==> config.mk <==
export PLATFORM = sky130hd
export DESIGN_NAME = rtc_timekeeper_flat
export DESIGN_NICKNAME = d
export VERILOG_FILES = /design/src/rtl/rtc_pkg.sv /design/src/rtl/rtc_timekeeper_if.sv /design/src/rtl/tick_prescaler.sv /design/src/rtl/rtc_timekeeper.sv /design/src/flat_wrapper.sv
export SDC_FILE = /design/constraint.sdc
export NUM_CORES = 1
export LEC_CHECK = 0
export ABC_AREA = 1
export ABC_CLOCK_PERIOD_IN_PS = 5000
export CAP_MARGIN = 20
export CORE_ASPECT_RATIO = 0.6
export CORE_MARGIN = 2
export CORE_UTILIZATION = 62
export DETAILED_ROUTE_END_ITERATION = 7
export DONT_BUFFER_PORTS = 1
export HOLD_SLACK_MARGIN = 0.08
export PLACE_DENSITY = 0.76
export SLEW_MARGIN = 25
export SYNTH_ARGS = -nofsm -noshare
export SYNTH_HDL_FRONTEND = slang
export SYNTH_SLANG_ARGS = --single-unit
==> constraint.sdc <==
create_clock -name clk -period 5 [get_ports clk]
set_input_delay 0.25 -clock clk [delete_from_list [all_inputs] [get_ports clk]]
set_output_delay 0.25 -clock clk [all_outputs]
set_load 0.02 [all_outputs]
==> src/rtl/rtc_pkg.sv <==
// rtl/rtc_pkg.sv - shared limits, set-state encoding and wrap helpers for the time-of-day block
package rtc_pkg;

  localparam logic [5:0] MAX_HOUR = 6'd23;
  localparam logic [5:0] MAX_MIN  = 6'd59;
  localparam logic [5:0] MAX_SEC  = 6'd59;

  typedef enum logic [1:0] {
    RUN      = 2'd0,
    SET_HOUR = 2'd1,
    SET_MIN  = 2'd2
  } set_state_e;

  function automatic int div_width(input int div);
    return (div > 2) ? $clog2(div) : 1;
  endfunction

  // >= keeps out-of-range values from running away: they fold back to 0
  function automatic logic [5:0] inc_wrap(input logic [5:0] v, input logic [5:0] max);
    return (v >= max) ? 6'd0 : v + 6'd1;
  endfunction

  function automatic logic [5:0] dec_wrap(input logic [5:0] v, input logic [5:0] max);
    return (v == 6'd0 || v > max) ? max : v - 6'd1;
  endfunction

endpackage

==> src/rtl/rtc_timekeeper_if.sv <==
// rtl/rtc_timekeeper_if.sv - button, preset and time/display signal bundle for rtc_timekeeper
interface rtc_timekeeper_if;
  logic       mode_p;
  logic       up_p;
  logic       down_p;
  logic       hold;
  logic       fmt_12h;
  logic       load;
  logic [5:0] load_hour;
  logic [5:0] load_min;
  logic [5:0] load_sec;
  logic [5:0] hour;
  logic [5:0] min;
  logic [5:0] sec;
  logic [5:0] disp_hour;
  logic       pm;
  logic [1:0] set_state;
  logic       blink;
  logic       day_tick;
  logic       load_err;

  modport master (
    output mode_p, up_p, down_p, hold, fmt_12h, load, load_hour, load_min, load_sec,
    input  hour, min, sec, disp_hour, pm, set_state, blink, day_tick, load_err
  );

  modport slave (
    input  mode_p, up_p, down_p, hold, fmt_12h, load, load_hour, load_min, load_sec,
    output hour, min, sec, disp_hour, pm, set_state, blink, day_tick, load_err
  );
endinterface

==> src/rtl/tick_prescaler.sv <==
// rtl/tick_prescaler.sv - divide-by-DIV tick generator with run enable and synchronous clear
module tick_prescaler #(
  parameter int DIV = 10
) (
  input  logic clk,
  input  logic rst,
  input  logic run,
  input  logic clear,
  output logic tick
);

  localparam int W = rtc_pkg::div_width(DIV);
  localparam logic [W-1:0] LAST = W'(DIV - 1);

  logic [W-1:0] cnt;

  always_ff @(posedge clk) begin
    if (rst || clear) begin
      cnt <= '0;
    end else if (run) begin
      cnt <= (cnt >= LAST) ? '0 : cnt + 1'b1;
    end
  end

  // clear wins over a terminal count so a cleared cycle never advances time
  assign tick = run && !clear && (cnt >= LAST);

endmodule

==> src/rtl/rtc_timekeeper.sv <==
// rtl/rtc_timekeeper.sv - 24h time-of-day counter with set-mode FSM, preset load, hold and 12h display
module rtc_timekeeper
  import rtc_pkg::*;
#(
  parameter int CLK_FREQ_HZ  = 100_000_000,
  parameter int TICK_HZ      = 1,
  parameter int BLINK_CYCLES = 25_000_000
) (
  input  logic         clk,
  input  logic         rst,
  rtc_timekeeper_if.slave bus
);

  localparam int DIV = CLK_FREQ_HZ / TICK_HZ;
  localparam int BW  = (BLINK_CYCLES > 1) ? $clog2(BLINK_CYCLES) : 1;
  localparam logic [BW-1:0] BLINK_LAST = BW'(BLINK_CYCLES - 1);

  set_state_e    state, next_state;
  logic [5:0]    hour_q, min_q, sec_q;
  logic [BW-1:0] blink_cnt;
  logic          blink_q, day_tick_q, load_err_q;
  logic          load_ok, edit, run, clear, tick;

  assign load_ok = (bus.load_hour <= MAX_HOUR) && (bus.load_min <= MAX_MIN) &&
                   (bus.load_sec <= MAX_SEC);
  assign edit    = bus.up_p ^ bus.down_p;
  assign run     = (state == RUN) && !bus.hold;
  assign clear   = bus.load || bus.mode_p || (state != RUN);

  tick_prescaler #(.DIV(DIV)) u_prescaler (
    .clk   (clk),
    .rst   (rst),
    .run   (run),
    .clear (clear),
    .tick  (tick)
  );

  always_comb begin
    next_state = state;
    if (bus.load) begin
      if (load_ok) next_state = RUN;
    end else if (bus.mode_p) begin
      case (state)
        RUN:      next_state = SET_HOUR;
        SET_HOUR: next_state = SET_MIN;
        default:  next_state = RUN;
      endcase
    end
  end

  always_ff @(posedge clk) begin
    if (rst) begin
      state      <= RUN;
      hour_q     <= '0;
      min_q      <= '0;
      sec_q      <= '0;
      blink_cnt  <= '0;
      blink_q    <= 1'b1;
      day_tick_q <= 1'b0;
      load_err_q <= 1'b0;
    end else begin
      state      <= next_state;
      day_tick_q <= 1'b0;
      load_err_q <= 1'b0;

      // a load pulse owns the cycle even when rejected
      if (bus.load) begin
        if (load_ok) begin
          hour_q <= bus.load_hour;
          min_q  <= bus.load_min;
          sec_q  <= bus.load_sec;
        end else begin
          load_err_q <= 1'b1;
        end
      end else if (bus.mode_p) begin
        if (state == SET_MIN) sec_q <= '0;
      end else if (state == SET_HOUR && edit) begin
        hour_q <= bus.up_p ? inc_wrap(hour_q, MAX_HOUR) : dec_wrap(hour_q, MAX_HOUR);
      end else if (state == SET_MIN && edit) begin
        min_q <= bus.up_p ? inc_wrap(min_q, MAX_MIN) : dec_wrap(min_q, MAX_MIN);
      end else if (tick) begin
        sec_q <= inc_wrap(sec_q, MAX_SEC);
        if (sec_q >= MAX_SEC) begin
          min_q <= inc_wrap(min_q, MAX_MIN);
          if (min_q >= MAX_MIN) begin
            hour_q <= inc_wrap(hour_q, MAX_HOUR);
            if (hour_q >= MAX_HOUR) day_tick_q <= 1'b1;
          end
        end
      end

      // every entry into an edit state restarts the blink phase visible
      if (next_state == RUN || next_state != state) begin
        blink_cnt <= '0;
        blink_q   <= 1'b1;
      end else if (blink_cnt >= BLINK_LAST) begin
        blink_cnt <= '0;
        blink_q   <= ~blink_q;
      end else begin
        blink_cnt <= blink_cnt + 1'b1;
      end
    end
  end

  always_comb begin
    bus.disp_hour = hour_q;
    if (bus.fmt_12h) begin
      if (hour_q == 6'd0)       bus.disp_hour = 6'd12;
      else if (hour_q > 6'd12)  bus.disp_hour = hour_q - 6'd12;
    end
  end

  assign bus.pm        = (hour_q >= 6'd12);
  assign bus.hour      = hour_q;
  assign bus.min       = min_q;
  assign bus.sec       = sec_q;
  assign bus.set_state = state;
  assign bus.blink     = blink_q;
  assign bus.day_tick  = day_tick_q;
  assign bus.load_err  = load_err_q;

endmodule

==> src/flat_wrapper.sv <==
// flat-port wrapper written by rule: the top's interface ports become plain ports
module rtc_timekeeper_flat import rtc_pkg::*;
#(
  parameter int CLK_FREQ_HZ  = 100_000_000,
  parameter int TICK_HZ      = 1,
  parameter int BLINK_CYCLES = 25_000_000
)
  (clk, rst, bus_mode_p, bus_up_p, bus_down_p, bus_hold, bus_fmt_12h, bus_load, bus_load_hour, bus_load_min, bus_load_sec, bus_hour, bus_min, bus_sec, bus_disp_hour, bus_pm, bus_set_state, bus_blink, bus_day_tick, bus_load_err);
  rtc_timekeeper_if bus_i ();
  input  logic clk;
  input  logic rst;
  input wire logic [$bits(bus_i.mode_p)-1:0] bus_mode_p;
  input wire logic [$bits(bus_i.up_p)-1:0] bus_up_p;
  input wire logic [$bits(bus_i.down_p)-1:0] bus_down_p;
  input wire logic [$bits(bus_i.hold)-1:0] bus_hold;
  input wire logic [$bits(bus_i.fmt_12h)-1:0] bus_fmt_12h;
  input wire logic [$bits(bus_i.load)-1:0] bus_load;
  input wire logic [$bits(bus_i.load_hour)-1:0] bus_load_hour;
  input wire logic [$bits(bus_i.load_min)-1:0] bus_load_min;
  input wire logic [$bits(bus_i.load_sec)-1:0] bus_load_sec;
  output wire logic [$bits(bus_i.hour)-1:0] bus_hour;
  output wire logic [$bits(bus_i.min)-1:0] bus_min;
  output wire logic [$bits(bus_i.sec)-1:0] bus_sec;
  output wire logic [$bits(bus_i.disp_hour)-1:0] bus_disp_hour;
  output wire logic [$bits(bus_i.pm)-1:0] bus_pm;
  output wire logic [$bits(bus_i.set_state)-1:0] bus_set_state;
  output wire logic [$bits(bus_i.blink)-1:0] bus_blink;
  output wire logic [$bits(bus_i.day_tick)-1:0] bus_day_tick;
  output wire logic [$bits(bus_i.load_err)-1:0] bus_load_err;
  assign bus_i.mode_p = bus_mode_p;
  assign bus_i.up_p = bus_up_p;
  assign bus_i.down_p = bus_down_p;
  assign bus_i.hold = bus_hold;
  assign bus_i.fmt_12h = bus_fmt_12h;
  assign bus_i.load = bus_load;
  assign bus_i.load_hour = bus_load_hour;
  assign bus_i.load_min = bus_load_min;
  assign bus_i.load_sec = bus_load_sec;
  assign bus_hour = bus_i.hour;
  assign bus_min = bus_i.min;
  assign bus_sec = bus_i.sec;
  assign bus_disp_hour = bus_i.disp_hour;
  assign bus_pm = bus_i.pm;
  assign bus_set_state = bus_i.set_state;
  assign bus_blink = bus_i.blink;
  assign bus_day_tick = bus_i.day_tick;
  assign bus_load_err = bus_i.load_err;
  rtc_timekeeper #(.CLK_FREQ_HZ(CLK_FREQ_HZ), .TICK_HZ(TICK_HZ), .BLINK_CYCLES(BLINK_CYCLES)) u_core (.clk(clk), .rst(rst), .bus(bus_i));
endmodule
# Word-level counts from Yosys, hierarchy flattened

Cells that the tools add are included.
W data, S select, Z words.

Flip-flop bits (word level): 75
Bits of input ports: 26
Output and inout bits: 30

$add $sub $neg: 8
Magnitude comparators: 12
Equality and inequality tests: 10
Muxes and demuxes: 39
Bitwise operators: 6
Reduce and logical (&&, ||, !) cells: 33

Operator list:

| kind                    | count |
|---|---|
| $mux W6                 | 32 |
| $add A27 B1 Y27 const B | 1 |
| $ge A27 B27 Y1 const B  | 1 |
| $mux W27                | 1 |
| $add A25 B1 Y25 const B | 1 |
| $ge A25 B25 Y1 const B  | 1 |
| $add A6 B1 Y6 const B   | 3 |
| $reduce_bool A3 Y1      | 6 |
| $ge A6 B6 Y1 const B    | 2 |
| $le A6 B6 Y1 const B    | 2 |
| $logic_not A6 Y1        | 2 |
| $sub A6 B1 Y6 const B   | 2 |
| $reduce_and A5 Y1       | 2 |
| $reduce_or A8 Y1        | 1 |
| $logic_and A1 B1 Y1     | 7 |
| $ge A6 B4 Y1 const B    | 1 |
| $ge A6 B5 Y1 const B    | 1 |
| $gt A6 B4 Y1 const B    | 1 |
| $gt A6 B5 Y1 const B    | 1 |
| $gt A6 B6 Y1 const B    | 1 |
| $le A6 B5 Y1 const B    | 1 |
| $logic_or A1 B1 Y1      | 6 |
| $mux W2                 | 3 |
| $ne A3 B3 Y1 const B    | 2 |
| 18 further kinds        | 27 |

# Depth between registers and ports, before layout

Depth after elaboration: 10
Gate-level depth with buffers: 14
Depth with buffers taken out: 14

# Cells and area by module

A second synthesis with hierarchy kept.

Cells, all modules: 810
Area, all modules: 5187.5 sq um

By module, submodules not included:

| module         | times used | cells each | area an instance (sq um) |
|---|---|---|---|
| rtc_timekeeper | 1          | 576        | 3609.7 |
| tick_prescaler | 1          | 234        | 1577.8 |

# Worst setup path before layout

Ideal clock, no wire load.

Path type: register to output
From: reg u_core.hour_q[0], in the netlist u_core.bus.hour[0]
To: out bus_disp_hour[5]
Data arrival time: 1.617 ns
Data required time: 4.750 ns
Path slack: 3.133 ns
Cell stages (with the launch flop): 8
Cells stage by stage: dfxtp_1 inv_1 ha_1 o21ai_0 nand2_1 inv_1 o211ai_1 xor2_1

Word-level cells in the longest chain between the ends: 4

RTL lines:

| item                                                 | line                  | source |
|---|---|---|
| from (decl)                                          | rtc_timekeeper.sv:19  | `logic [5:0] hour_q, min_q, sec_q;` |
| from (signal assigned)                               | rtc_timekeeper.sv:69  | `hour_q <= bus.load_hour;` |
| from (signal assigned)                               | rtc_timekeeper.sv:78  | `hour_q <= bus.up_p ? inc_wrap(hour_q, MAX_HOUR) : dec_wrap(hour_q, MAX_HOUR);` |
| from (signal assigned)                               | rtc_timekeeper.sv:86  | `hour_q <= inc_wrap(hour_q, MAX_HOUR);` |
| $sub A6 B4 Y6 / $gt A6 B4 Y1 (equally long branches) | rtc_timekeeper.sv:109 | `else if (hour_q > 6'd12) bus.disp_hour = hour_q - 6'd12;` |
| $mux W6                                              | rtc_timekeeper.sv:109 |  |
| $mux W6 (*)                                          | rtc_timekeeper.sv:108 | `if (hour_q == 6'd0) bus.disp_hour = 6'd12;` |
| $mux W6 (*)                                          | rtc_timekeeper.sv:107 | `if (bus.fmt_12h) begin` |
| to (decl)                                            | flat_wrapper.sv:24    | `output wire logic [$bits(bus_i.disp_hour)-1:0] bus_disp_hour;` |

Every way passes the cells marked *; elsewhere a longest branch is shown, timed or not.

# Final worst setup path

From: reg u_core.hour_q[2], in the netlist u_core.bus.hour[2]
To: out bus_disp_hour[5]

The elaborated chain is that of the path after synthesis.

==> summary.md <==
| Metric | Value |
|---|---|
| Type of the worst setup path | `flip-flop to output port` |
| Seq cells post-synth | `75` |
| Reg2Reg Depth | `10` |
| Slew @ Worst Pin | `0.9000 ns` |
| CTS resizes | `0` |
| Worst reg2reg setup slack | `2.57 ns` |
| Critical path peak fanout | `10` |
| Avg WL per Cell | `14.23 um` |
| Sinks on Clock Net | `75` |
| Clock buffer depth | `2` |
| Finished Core Util | `0.7039` |
| WP data required | `4.75 ns` |
| Largest cells by area after synthesis | `dfxtp_1, nand2_1, nor2_1, inv_1, xor2_1` |
| Inserted Diodes | `0` |
| Root buffer cell | `clkbuf_16` |
| Critical path launch point | `u_core.bus.hour[2]` |
| Post-synth ARST share | `0` |
| Final setup fails | `0` |
| CP endpoint kind | `output port` |
| Worst VDD drop | `0.2549 mV` |
| Avg Cell Area, Syn | `6.571 um^2` |
| Final wirelength | `approximately 12,000 um` |
| Critical Path End | `bus_disp_hour[5]` |
| Worst Skew | `0.004030 ns` |
| Layout cells sized above 1 | `0.05995` |
| Period utilization | `0.5089` |
| Relative slew slack | `0.4000` |
| Hold Crit Depth | `3` |
| Antenna-violating nets left | `0` |
| Mapped Cells | `around 730` |
| Htree depth | `3` |
| Setup_tns | `0 ns` |
| RR Endpoint | `u_core.u_prescaler.cnt[21]` |
| Ys flop type | `dfxtp_1` |
| I/O Buffers | `0` |
| Leak pwr | `between 2 and 2.5 nW` |
| Hold_buf cts | `2` |
| Vias/cell | `5.653` |
| DRC | `0` |
| MaxCap Viol Count | `0` |
| Worst-skew pair later-pin latency | `0.33 ns` |
| Core footprint | `about 7400 um^2` |
| Maximum clock rate | `393.0 MHz` |
| TritonRoute pass-1 iters | `6` |
| Yosys top cell area share | `0.3122` |
| Unrepaired setup endpoints after global routing | `no` |
| Row count | `24` |
| RR Startpoint | `u_core.u_prescaler.cnt[20]` |
| Post-synth cell types | `52` |
| DIE AREA | `8501 um^2` |
| Hpwl dp | `roughly 9000 um` |
| Pwr dens | `295.5 nW/um^2` |
| Worst-path clk slew | `0.06 ns` |
| Vias in the first global route | `4,239` |
| Yosys warns | `0` |
| Gpl congestion | `between 0.9 and 1` |
| CP arrival | `2.29 ns` |
| Via count | `4,737` |
| Syn_nets | `770` |
| Die Y-Extent | `72.23 um` |
| GRT overflow | `0` |
| Starting Density | `0.6511` |
| Status | `finished, final reports clean` |
| Number of synthesized flops with an enable pin | `0` |
| Cell Area, Synth | `between 4000 and 5000 um^2` |
| Most common cell in the netlist | `nand2_1` |
| Initial antenna violation count | `0` |
| List of most frequent post-synthesis cells | `nand2_1, nor2_1, inv_1` |
| Postcts setup bufs | `0` |
| TritonCTS clock tree | `done` |
| Worst setup SP type | `flip-flop` |
| Slew Viols, Final | `0` |
| Worst hold path class | `input port to flip-flop` |
| 1st-iter DRT viols | `453` |
| Top Ports | `56` |
| TritonCTS buffer count | `9` |
| First-pass GRT wire length | `20,010 um` |
| Area growth syn-to-layout | `8.117%` |
| Largest area contributor in the netlist | `dfxtp_1` |
| Design area | `slightly above 5000 um^2` |
| Fin crit period | `~2.5 ns` |
| Gr usage total | `0.2919` |
| Seq/Total Area, Yosys | `0.3122` |
| Hold Fails Final Rpt | `0` |
| Largest net degree at the start of global routing | `26` |
| Cell Area, Placed | `between 4000 and 5000 um^2` |
| Final nets | `767` |
| Die W | `117.7 um` |
[cells by family after synthesis]
| kind of cell | after synthesis | share of synthesized area |
|---|---|---|
| simple gates | 402 | 0.3759 |
| compound gates | 86 | 0.1046 |
| buf+inv | 112 | 0.09365 |
| mux | 2 | 0.004162 |
| fa+ha+maj | 12 | 0.03122 |
| flops | 75 | 0.3122 |
| xor+xnor | 43 | 0.07830 |
[worst min path at each step]
stage	from	endpoint	slack [ns]
after floorplan	rst	u_core.bus.sec[0]	0.32
after global placement	rst	u_core.bus.set_state[1]	0.32
after detailed placement	rst	u_core.bus.load_err	0.33
after CTS	bus_mode_p	u_core.bus.day_tick	0.17
after global routing	bus_mode_p	u_core.bus.day_tick	0.19
final	bus_mode_p	u_core.bus.day_tick	0.18
[power by group]
group | internal [mW] | switching (mW) | total, mW
registers | 0.612 | 0.0438 | 0.656
clock network | 0.450 | 0.251 | 0.701
logic | 0.0589 | 0.120 | 0.179
total | 1.12 | 0.415 | 1.54
[state kept, by name (all words and copies together), names as in the netlist]
signal / count
u_core.bus.day_tick: 1
u_core.bus.hour: 6
u_core.bus.min: 6
u_core.bus.load_err: 1
u_core.bus.sec: 6
u_core.u_prescaler.cnt: 27
u_core.blink_cnt: 25
u_core.bus.set_state: 2
u_core.bus.blink: 1
[cell usage in the layout (no fill, tap or decap), drive strengths merged]
| cell | netlist | layout |
|---|---|---|
| nand3b | 2 | 2 |
| a21oi | 37 | 37 |
| a211oi | 4 | 4 |
| o211ai | 2 | 2 |
| nand2 | 157 | 157 |
| o21bai | 1 | 1 |
| clkinv | 1 | 3 |
| nand3 | 53 | 53 |
| a311o | 1 | 1 |
| bufinv | 0 | 2 |
| a22oi | 5 | 5 |
| a21boi | 2 | 2 |
| nand4 | 16 | 16 |
| a31oi | 3 | 3 |
| a22o | 1 | 1 |
| o22ai | 1 | 1 |
| mux2i | 2 | 2 |
| nor3 | 23 | 23 |
| clkbuf | 5 | 10 |
| xnor2 | 8 | 8 |
| o21ai | 22 | 22 |
| nor3b | 3 | 3 |
| o211a | 1 | 1 |
| nand2b | 1 | 1 |
| and2 | 1 | 1 |
| and3 | 1 | 1 |
| ha | 12 | 12 |
| or2 | 3 | 3 |
| nor4 | 7 | 7 |
| o31ai | 3 | 3 |
| dlygate4sd3 | 0 | 2 |
| o21a | 1 | 1 |
| inv | 95 | 95 |
| nor2 | 134 | 134 |
| dfxtp | 75 | 75 |
| a2111oi | 2 | 2 |
| clkinvlp | 0 | 2 |
| xor2 | 35 | 35 |
| nor2b | 1 | 1 |
[area by class of cell]
cell class | count | area [um^2]
clock buffers | 10 | 239.0
inverters | 96 | 360.3
clock inverters | 6 | 88.84
fillers | 645 | 2187
well taps | 104 | 130.1
repair buffers | 2 | 20.02
multi-input cells | 545 | 2860
flip-flops and latches | 75 | 1501
[metrics by stage]
| stage | hold WS [ns] | power [mW] | instances | setup slack (ns) |
|---|---|---|---|---|
| after floorplan | 0.3191 | 0.8080 | 732 | 3.133 |
| after global placement | 0.3201 | 0.8354 | 820 | 2.702 |
| after detailed placement | 0.3258 | 0.8403 | 820 | 2.596 |
| after CTS | 0.1677 | 1.546 | 838 | 2.469 |
| after global routing | 0.1880 | 1.603 | 838 | 2.225 |
| final | 0.1805 | 1.537 | 838 | 2.456 |
[worst max-delay path, cell delays in order (launching register included)]
cell and delay [ns]:
dfxtp_1 0.68, ha_1 0.32, inv_1 0.08, o21ai_0 0.18
nand2_1 0.09, inv_1 0.11, o211ai_1 0.11, xor2_1 0.40
[per-layer routing]
metal,global-route usage,routed length [um],vias to the layer above,share of wire
li1,-,-,2359,-
met5,0,0,-,0
met2,0.4225,4735,241,0.40
met1,0.4335,5739,2118,0.48
met4,0.06426,131,0,0.011
met3,0.07940,1317,19,0.11
(Power assumes the default switching activity.)
